**src/rtl/output_deskew_fifo.sv**
```systemverilog
// Realigns N staggered accumulator lanes into one flat row and queues complete rows in a FWFT FIFO.
// Latency: row is pushed on the edge ending the zero-delay lane's arrival cycle; out_valid the cycle after.
// Backpressure: out_ready stalls only the FIFO; the delay lines never stall, a row arriving when full is dropped.
module output_deskew_fifo #(
   parameter int N       = 2,
   parameter int DW      = 16,
   parameter int DEPTH   = 4,
   parameter int REVERSE = 0
) (
   input  logic                         clk,
   input  logic                         rst,
   input  logic [N-1:0][DW-1:0]         skewed_data_in,
   input  logic [N-1:0]                 skewed_valid_in,
   output logic [N-1:0][DW-1:0]         out_data,
   output logic                         out_valid,
   input  logic                         out_ready,
   output logic [$clog2(DEPTH+1)-1:0]   fifo_count,
   output logic                         overflow,
   output logic                         misalign,
   input  logic                         clear_flags
);

   localparam int AW = $clog2(DEPTH);
   localparam int CW = $clog2(DEPTH+1);

   // Lane data is carried as raw bits: signed values pass through untouched.
   typedef logic [N-1:0][DW-1:0] row_t;

   row_t            dly_dat;
   logic [N-1:0]    dly_vld;
   logic            aligned_vld;
   logic            partial;
   logic            push;
   logic            pop;
   logic            full;
   logic            accept;

   row_t            mem [DEPTH];
   logic [AW-1:0]   wr_ptr;
   logic [AW-1:0]   rd_ptr;
   logic [CW-1:0]   count;

   for (genvar i = 0; i < N; i++) begin : g_lane
      // Early lanes wait longer so every lane of a row lines up with the last one.
      localparam int D = (REVERSE != 0) ? i : (N - 1 - i);
      if (D == 0) begin : g_wire
         assign dly_dat[i] = skewed_data_in[i];
         assign dly_vld[i] = skewed_valid_in[i];
      end else begin : g_sr
         logic [D-1:0][DW-1:0] sr_dat;
         logic [D-1:0]         sr_vld;
         // Free-running shift register for data and valid; reset flushes in-flight lanes.
         always_ff @(posedge clk) begin
            if (rst) begin
               sr_dat <= '0;
               sr_vld <= '0;
            end else begin
               sr_dat[0] <= skewed_data_in[i];
               sr_vld[0] <= skewed_valid_in[i];
               for (int k = 1; k < D; k++) begin
                  sr_dat[k] <= sr_dat[k-1];
                  sr_vld[k] <= sr_vld[k-1];
               end
            end
         end
         assign dly_dat[i] = sr_dat[D-1];
         assign dly_vld[i] = sr_vld[D-1];
      end
   end

   assign aligned_vld = &dly_vld;
   assign partial     = (|dly_vld) & ~aligned_vld;
   assign push        = aligned_vld & ~rst;
   assign out_valid   = (count != '0);
   assign pop         = out_valid & out_ready;
   assign full        = (count == CW'(DEPTH));
   // A pop frees the slot at the edge the new row lands, so a full FIFO still accepts then.
   assign accept      = push & (~full | pop);
   assign out_data    = out_valid ? mem[rd_ptr] : '0;
   assign fifo_count  = count;

   // Row storage; not reset, validity is tracked by count alone.
   always_ff @(posedge clk) begin
      if (accept) begin
         mem[wr_ptr] <= dly_dat;
      end
   end

   // Pointers, occupancy and sticky flags; a setting event beats clear_flags.
   always_ff @(posedge clk) begin
      if (rst) begin
         wr_ptr   <= '0;
         rd_ptr   <= '0;
         count    <= '0;
         overflow <= 1'b0;
         misalign <= 1'b0;
      end else begin
         if (accept) begin
            wr_ptr <= wr_ptr + AW'(1);
         end
         if (pop) begin
            rd_ptr <= rd_ptr + AW'(1);
         end
         if (accept && !pop) begin
            count <= count + CW'(1);
         end else if (pop && !accept) begin
            count <= count - CW'(1);
         end
         if (push && full && !pop) begin
            overflow <= 1'b1;
         end else if (clear_flags) begin
            overflow <= 1'b0;
         end
         if (partial) begin
            misalign <= 1'b1;
         end else if (clear_flags) begin
            misalign <= 1'b0;
         end
      end
   end

endmodule

```
**config.mk**
```make
export PLATFORM = sky130hd
export DESIGN_NAME = output_deskew_fifo
export DESIGN_NICKNAME = d
export VERILOG_FILES = /design/src/rtl/output_deskew_fifo.sv
export SDC_FILE = /design/constraint.sdc
export NUM_CORES = 1
export LEC_CHECK = 0
export CORE_UTILIZATION = 40
export CTS_CLUSTER_SIZE = 8
export DETAILED_ROUTE_END_ITERATION = 6
export PLACE_DENSITY_LB_ADDON = 0.12
export SLEW_MARGIN = 20
export SYNTH_ARGS = -nofsm -noshare
export SYNTH_HDL_FRONTEND = slang
export SYNTH_SLANG_ARGS = --single-unit
```
**constraint.sdc**
```tcl
create_clock -name clk -period 2 [get_ports clk]
set_clock_uncertainty 0.1 [all_clocks]
set_input_delay 0.3 -clock clk [delete_from_list [all_inputs] [get_ports clk]]
set_output_delay 0.3 -clock clk [all_outputs]
set_load 0.05 [all_outputs]
```
Word level (Yosys, flattened, before mapping)
Memory sizes are Yosys's and may differ from the RTL's. A register that Yosys moved wholly into a read port is not among the register bits.
Index checks and enable logic that the tools add are counted.
{ "word_totals": {"rom_bits": 0, "memories": 1, "elab_cells": 43, "latchBits": 0, "inputBits": 38, "ff_bits": 26, "ramBits": 128, "out_inout_bits": 38} }
{ "classes": {"n_shift": 0, "div": 0, "magnitude_cmp": 0, "bitwise_logic": 8, "eq_ne": 1, "n_reduce_logical": 12, "mux": 10, "multipliers": 0, "add_sub_neg": 4} }
{ "mem_list": {"columns": ["memory", "depth", "word_bits", "read_ports", "rd_ports_with_merged_regs", "write_ports", "line", "text"], "rows": [
  ["mem", 4, 32, 1, 1, 1, "38", "row_t mem [DEPTH];"]
]} }
{ "ops": {"columns": ["op", "n"], "rows": [
  ["$mux W32", 1],
  ["$mux W3", 2],
  ["$reduce_bool A2 Y1", 3],
  ["$mux W1", 5],
  ["$add A2 B1 Y2 const B", 2],
  ["$and A1 B1 Y1", 4],
  ["$logic_and A1 B1 Y1", 4],
  ["$mux W2", 2],
  ["$add A3 B1 Y3 const B", 1],
  ["$eq A3 B3 Y1 const B", 1],
  ["$not A1 Y1", 3],
  ["$reduce_bool A3 Y1", 1],
  ["$sub A3 B1 Y3 const B", 1],
  ["$logic_not A1 Y1", 2],
  ["$reduce_and A2 Y1", 1],
  ["$reduce_or A2 Y1", 1],
  ["$or A1 B1 Y1", 1]
]} }

Depth between registers and ports, before layout
Gate-level depths: netlist of run 1.
{ "depth": {"ltp_word": 8, "mapped_depth": 9, "ltp_nobuf": 9} }

Least setup slack after synthesis of run 1
Ideal clock, no wire load.
{ "synth_path": {"path_type": "register -> register", "startpoint": "reg count[0] (netlist: fifo_count[0])", "endpoint": "reg count[2] (netlist: fifo_count[2])", "path_buffers": 1, "setup_slack_ps": -551, "t_arrival_ps": 2380, "path_stages_with_launch": 10, "required_time_ps": 1829, "setup_time_ps": 71, "cell_sequence": "dfxtp_1 -> or4b_1 -> buf_2 -> and2_4 -> ha_1 -> inv_1 -> fa_1 -> xor2_1 -> or3_1 -> a21oi_1"} }
{ "synth_via": {"elab_chain_len": 7, "elab_cells_between_ends": 15, "classes_between": "2 x add/sub; 1 x eq/ne; 2 x mux; 4 x bitwise; 6 x reduce/logical"} }
{ "synth_lines": {"columns": ["element", "line", "text"], "rows": [
  ["start, declared", "41", "logic [CW-1:0] count;"],
  ["start signal, assigned", "105", "count <= count + CW'(1);"],
  ["start signal, assigned", "107", "count <= count - CW'(1);"],
  ["$reduce_bool A3 Y1 or $eq A3 B3 Y1 (tied branches)", "74, 76", null],
  ["$and A1 B1 Y1 or $not A1 Y1 (tied branches)", "75, 78", null],
  ["$or A1 B1 Y1", "78", "assign accept = push & (~full | pop);"],
  ["$and A1 B1 Y1", "78", null],
  ["$logic_not A1 Y1", "106", "end else if (pop && !accept) begin"],
  ["$logic_and A1 B1 Y1", "106", null],
  ["$reduce_bool A2 Y1 (no source line)", null, null]
]} }
Parallel ways exist; a longest one is shown, timed or not. The select of a mux whose other input is x is not followed.
A chain may end at the register's enable or synchronous reset.

==> impl_metrics.csv, run 1 <==
group,metric,value,unit
finish,final_area,8240,sq um
floorplanning,boundaryPins,76,
sta,min_period,2310,ps
setup_path,critPathCaptureType,"primary output",
finish,n_antenna_cell,0,
setup_path,cp_top_family,"multiplexers",
setup_path,path_class,"flip-flop to primary output",
clock_tree,ctsHtreeMaxLevel,4,
placement,place_area,7170,sq um
setup_path,cp_slowest_stage_delay,540,ps
sta,rsz0062_at_grt,"yes",
status,status,"finished with violations",
logic_synthesis,synthCells,296,
sta,slew_violations,0,
floorplanning,initial_utilization,0.415,
finish,drive_gt1_frac,0.433,
detailed_routing,vias,3027,
setup_path,r2r_end,"fifo_count[2]$_SDFFE_PP0P_",
min_path,min_from,"skewed_data_in[7]",
floorplanning,die-area,15100,sq um
setup_path,cp_max_fo,8,
setup_path,crit_arrival,1910,ps
finish,utilization,0.587,
sta,finalSetupViolCount,35,
placement,io_buffer_count,75,
detailed_routing,postRouteAntennaNets,0,
logic_synthesis,yosysSeqAreaShare,0.755,
clock_tree,cts_buffer_depth,2,
sta,fmax,0.433,GHz
floorplanning,dieHeight,123,um
power,comb_power_share,0.404,
setup_path,endpoint,"out_data[3]",
logic_synthesis,yosysWarnings,0,
sta,setup_ws,-309,ps
global_routing,grt_overflow,0,
setup_path,start_kind,"flip-flop",
sta,finalCritPeriodShare,1.15,
clock_tree,worstSkewPairLatency,410,ps
power,power.density,1360,nW/um^2
logic_synthesis,syn-num-nets,341,
global_routing,grt_first_pass_wirelength,17500,um
floorplanning,core,14000,sq um
logic_synthesis,syn_area,5830,sq um
power,switching_share,0.329,
logic_synthesis,syn_avg_cell_area,19.7,sq um
setup_path,r2r_cells,9,
sta,tightest_slew,520,ps
placement,place.gp.congestion,0.681,
global_routing,grt_pass1_vias,3095,
floorplanning,rows,43,
setup_path,slowest_stage,"mux4_2",
min_path,min_path_type,"input port to flip-flop",
clock_tree,cts_tree,"yes",
finish,nFillCells,1053,
detailed_routing,routed_wirelength,11300,um
detailed_routing,vias_per_cell,5.00,
setup_path,cp.depth,4,
finish,layout_commonest_cell,"edfxtp_1",
power,pwr-share-seq,0.329,
power,clock_power_share,0.267,
global_routing,antenna_found_initial,0,
min_path,hold_depth,2,
floorplanning,die_w,123,um
power,peakVddDrop,0.000664,V
clock_tree,cts.sinks,156,
detailed_routing,drc,0,
logic_synthesis,synth_cell_types,29,
power,leakagePower,2.95,nW
global_routing,grt_use_total,0.168,
power,switchingPower,3.70,mW
global_routing,grt_max_degree,28,
status,violations,"setup timing",
clock_tree,cts.clk_slew.worst_paths,60,ps
setup_path,worstPathCellList,"buf_12 -> mux4_2 -> nor2b_4 -> buf_6",
sta,hold_violations,0,
finish,layout_common_cells,"128 x edfxtp_1, 37 x clkdlybuf4s50_1, 32 x mux4_2",
finish,area_delta_synth_final,41.3,%
power,p_int,7.54,mW
flow_run,maxCapViolations,0,
logic_synthesis,synth_seq_cells,156,
clock_tree,cts-root-buf,"clkbuf_16",
detailed_routing,drt_iter0_drc,233,
detailed_routing,wire_per_inst,18.7,um
setup_path,r2r_start,"fifo_count[2]$_SDFFE_PP0P_",
detailed_routing,first_pass_iters,5,
setup_path,critPathRequiredTime,1600,ps
setup_path,rrSetupSlack,-140,ps
setup_path,crit_buf_inv,2,
finish,layout.nets,457,
sta,slew_headroom,0.653,
clock_tree,cts_buffers,17,
[layer usage]
layer / wire, um / part of all wire / global-route usage / vias up
li1: - / - / - / 1381
met1: 5180 / 0.46 / 0.224 / 1548
met2: 5440 / 0.48 / 0.258 / 88
met3: 563 / 0.050 / 0.0539 / 10
met4: 124 / 0.011 / 0.0617 / 0
met5: 0 / 0 / 0 / -
[flip-flops by register name, indices dropped and copies added (netlist names), named ones only]
| name | cells |
|---|---|
| mem | 128 |
| g_lane.g_sr.sr_dat | 16 |
| fifo_count | 3 |
| rd_ptr | 2 |
| wr_ptr | 2 |
| g_lane.g_sr.sr_vld | 1 |
| misalign | 1 |
| overflow | 1 |
[cell families after synthesis]
logic type / after synthesis / synth area share
flip-flops: 156 / 0.755
XOR/XNOR: 3 / 0.00451
AND/OR/NAND/NOR: 67 / 0.0708
AO/OA/AOI/OAI: 10 / 0.0127
adder cells (fa/ha/maj): 7 / 0.0163
buffers and inverters: 20 / 0.0152
multiplexers: 33 / 0.125
[synthesized netlist by cell type, drive strengths merged]
library cell,number,area share
edfxtp,128,0.66
nor2b,49,0.053
mux4,32,0.12
dfxtp,28,0.096
buf,8,0.0075
clkbuf,6,0.0039
ha,6,0.013
inv,6,0.0039
nor2,6,0.0039
and3,4,0.0051
a21oi,3,0.0026
xor2,3,0.0045
o21ai,2,0.0017
o31ai,2,0.0034
or3,2,0.0021
a211oi,1,0.0021
a21o,1,0.0013
a2bb2oi,1,0.0015
and2,1,0.0015
and2b,1,0.0015
fa,1,0.0034
mux2i,1,0.0017
nand2,1,0.00064
nand3,1,0.00086
nor3,1,0.00086
or4b,1,0.0017
[what timing repair did]
action,4_1_cts,5_1_grt
endpoints found under the setup margin,37,36
gates resized for setup,73,7
buffers inserted,4,0
cloned,6,0
hold buffers,0,0
endpoints found under the hold margin,0,0
pin swaps,1,0
[worst register-to-register path, stage by stage, from the launching register on]
cell,delay [ps]
dfxtp_4,360
buf_6,100
or4b_4,460
and2_4,160
ha_4,150
inv_2,50
fa_2,190
xor2_1,70
or3_1,310
a21oi_1,120
[cell type report]
| class | count | area, sq um | area share |
|---|---|---|---|
| repair buffers | 111 | 1420 | 0.173 |
| inverters | 6 | 25.0 | 0.00304 |
| well taps | 180 | 225 | 0.0273 |
| flip-flops and latches | 156 | 4420 | 0.537 |
| clock buffers | 18 | 429 | 0.0521 |
| clock inverters | 14 | 129 | 0.0156 |
| multi-input cells | 120 | 1590 | 0.193 |
[worst min path at each step]
stage,slack (ps),endpoint
finish,330,g_lane[0].g_sr.sr_dat[7]$_SDFF_PP0_
global route,320,g_lane[0].g_sr.sr_dat[8]$_SDFF_PP0_
CTS,310,g_lane[0].g_sr.sr_dat[7]$_SDFF_PP0_
detailed placement,370,mem[2][0]$_DFFE_PP_
global placement,350,mem[1][12]$_DFFE_PP_
floorplan,300,mem[0][16]$_DFFE_PP_
[power groups by stage]
stage          Sequential, mW  Clock, mW  Combinational, mW
3_3_place_gp             3.73          0               3.35
4_1_cts                  3.69       3.07               4.55
2_1_floorplan            3.81          0               2.09
3_5_place_dp             3.73          0               3.36
6_report                 3.69       3.01               4.54
5_1_grt                  3.70       3.21               4.75
[stage by stage]
stage / worst slack, ps / std cells / hold slack, ps / TNS (ps) / total power [mW]
after CTS: -335 / 605 / 310 / -10080 / 11.3
final: -309 / 605 / 335 / -8850 / 11.2
after global routing: -371 / 605 / 325 / -11030 / 11.7
after floorplan: -234 / 296 / 299 / -945 / 5.90
after detailed placement: -573 / 563 / 367 / -36060 / 7.09
after global placement: -541 / 563 / 350 / -35930 / 7.08
(Power assumes the default switching activity.)
==> run 2: changes to the inputs <==
GPL_TIMING_DRIVEN = 0   (was not set)
==> run 2 against run 1 <==
The run still ends with setup timing left. Design area is 2.0% lower. Sequential cell count is the same. Worst setup slack better by 53 ps. Fmax up 2.3%. Routed wire length shrank 7.2%. Final cell count down 0.99%. Sequential power hardly changed. Non-clock buffer count is 6 lower. Register-to-register slack improved by 50 ps. Via count fell by 3.2%. Critical path type unchanged. Largest power group unchanged.
==> impl_metrics.csv, run 2 (synthesis results as in run 1) <==
group,metric,value,unit
status,status,"finished with violations",
status,violations,"setup timing",
finish,utilization,0.575,
clock_tree,ctsHtreeMaxLevel,4,
power,p_int,7.58,mW
setup_path,cp_max_fo,8,
sta,fin_hold_ws,178,ps
detailed_routing,first_pass_iters,4,
detailed_routing,vias,2930,
setup_path,path_class,"flip-flop to primary output",
global_routing,grt_util_met3,0.0395,
global_routing,top_usage_layer,"met2",
sta,setup_ws,-256,ps
clock_tree,cts-root-buf,"clkbuf_16",
finish,n_antenna_cell,0,
sta,slew_violations,0,
clock_tree,cts.sinks,156,
power,comb_power_share,0.363,
setup_path,crit_arrival,1860,ps
detailed_routing,routed_wirelength,10500,um
power,power.density,1380,nW/um^2
global_routing,grt_max_degree,33,
detailed_routing,drc,0,
clock_tree,cts_buffers,17,
global_routing,grt_pass1_vias,2920,
finish,final_cell_count_no_fill,599,
floorplanning,initial_utilization,0.415,
finish,drive_gt1_frac,0.415,
power,switchingPower,3.59,mW
power,clock_power_share,0.306,
placement,dp.cells,550,
min_path,min_path_type,"input port to flip-flop",
clock_tree,cts_buffer_depth,2,
finish,layout_common_cells,"128 x edfxtp_1, 37 x clkdlybuf4s50_1, 32 x mux4_2, 32 x nor2b_4, 30 x buf_6",
clock_tree,worstSkewPairLatency,410,ps
detailed_routing,vias_per_cell,4.89,
power,leakagePower,2.85,nW
global_routing,use_met1,0.190,
clock_tree,cts_tree,"yes",
floorplanning,rows,43,
sta,tightest_slew,607,ps
placement,dp_hpwl,5990,um
floorplanning,core,14000,sq um
finish,multiInputGateArea,1640,sq um
clock_tree,cts_hold_buf,0,
placement,place_ws,-888,ps
sta,hold_violations,0,
global_routing,grt_use_total,0.150,
placement,place.gp.congestion,0.649,
sta,finalSetupViolCount,34,
finish,largest_reg_flops,128,
sta,finalCritPeriodShare,1.13,
floorplanning,boundaryPins,76,
setup_path,slowest_stage,"mux4_2",
setup_path,critPathRequiredTime,1600,ps
setup_path,worstPathCellList,"buf_12 -> clkbuf_16 -> mux4_2 -> nor2b_4 -> buf_6",
detailed_routing,drt_iter0_drc,146,
detailed_routing,wire_per_inst,17.5,um
setup_path,critPathCaptureType,"primary output",
power,switching_share,0.321,
global_routing,antenna_found_initial,0,
flow_run,maxCapViolations,0,
placement,io_buffer_count,74,
clock_tree,cts.clk_slew.worst_paths,60,ps
setup_path,cp_slowest_stage_delay,490,ps
global_routing,grt_overflow,0,
finish,nFillCells,1096,
finish,layout_commonest_cell,"edfxtp_1",
setup_path,start_kind,"flip-flop",
finish,ff_latch_area,4420,sq um
finish,largest-register,"mem",
finish,layout.nets,451,
sta,min_period,2260,ps
global_routing,grt_first_pass_wirelength,15600,um
floorplanning,die_w,123,um
floorplanning,dieHeight,123,um
sta,fmax,0.443,GHz
finish,area_delta_synth_final,38.5,%
power,peakVddDrop,0.000688,V
sta,slew_headroom,0.596,
detailed_routing,postRouteAntennaNets,0,
power,power,11.2,mW
power,pwr-share-seq,0.330,
floorplanning,die-area,15100,sq um
sta,rsz0062_at_grt,"yes",
global_routing,use_met2,0.243,
[run 2: cell count changes in the layout (fill, tap and decap cells not counted), sizes merged, moves of 2 or more]
cell and delta:
bufinv +3, buf -14, clkinvlp +2, bufbuf -2, clkinv -6, clkbuf +11
[run 2: final timing paths]
kind / start / end / slack, ps / depth (start not counted)
hold reg to reg: g_lane[0].g_sr.sr_dat[15]$_SDFF_PP0_ / mem[2][15]$_DFFE_PP_ / 380 / 0
setup / recovery: flip-flop / out_data[12] / -260 / 5
setup reg to reg: fifo_count[1]$_SDFFE_PP0P_ / fifo_count[2]$_SDFFE_PP0P_ / -90 / 8
hold / removal: rst / g_lane[0].g_sr.sr_vld$_SDFF_PP0_ / 180 / 2
[run 2: metrics by stage]
stage / TNS [ps] / area [sq um]
2_1_floorplan: -945 / 5940
3_3_place_gp: -101680 / 6910
3_5_place_dp: -89380 / 6910
4_1_cts: -9250 / 7990
5_1_grt: -9560 / 8080
6_report: -7440 / 8080
[run 2: power groups by stage]
stage | logic, mW | registers [mW] | clock network (mW)
2_1_floorplan | 2.09 | 3.81 | 0
3_3_place_gp | 3.15 | 3.74 | 0
3_5_place_dp | 3.16 | 3.75 | 0
4_1_cts | 4.02 | 3.68 | 3.48
5_1_grt | 4.27 | 3.70 | 3.60
6_report | 4.06 | 3.69 | 3.42
[run 2: routing by layer]
| layer | part of all wire | vias to the layer above |
|---|---|---|
| met5 | 0 | - |
| met4 | 0.015 | 0 |
| met3 | 0.041 | 11 |
| met2 | 0.48 | 72 |
| met1 | 0.46 | 1484 |
| li1 | - | 1363 |
[run 2: final cells by class]
type,count,share of cell area
clock buffer,19,0.0548
clock inverter,13,0.0243
inverter,6,0.00279
multi-input combinational,120,0.203
timing repair buffer,94,0.127
buffer,11,0.0135
sequential,156,0.547
tap,180,0.0279
[run 2: what timing repair did]
action | CTS | global route
pin swaps | 7 | 5
resized for setup | 293 | 18
endpoints found under the setup margin | 166 | 35
cloned | 1 | 2
buffers inserted | 13 | 5
[run 2: critical path, delay by kind of cell, from the launching register on]
kind	cells	cell delay (ps)
buffers and inverters	3	470
flip-flops	1	340
multiplexers	1	490
AND/OR/NAND/NOR	1	140
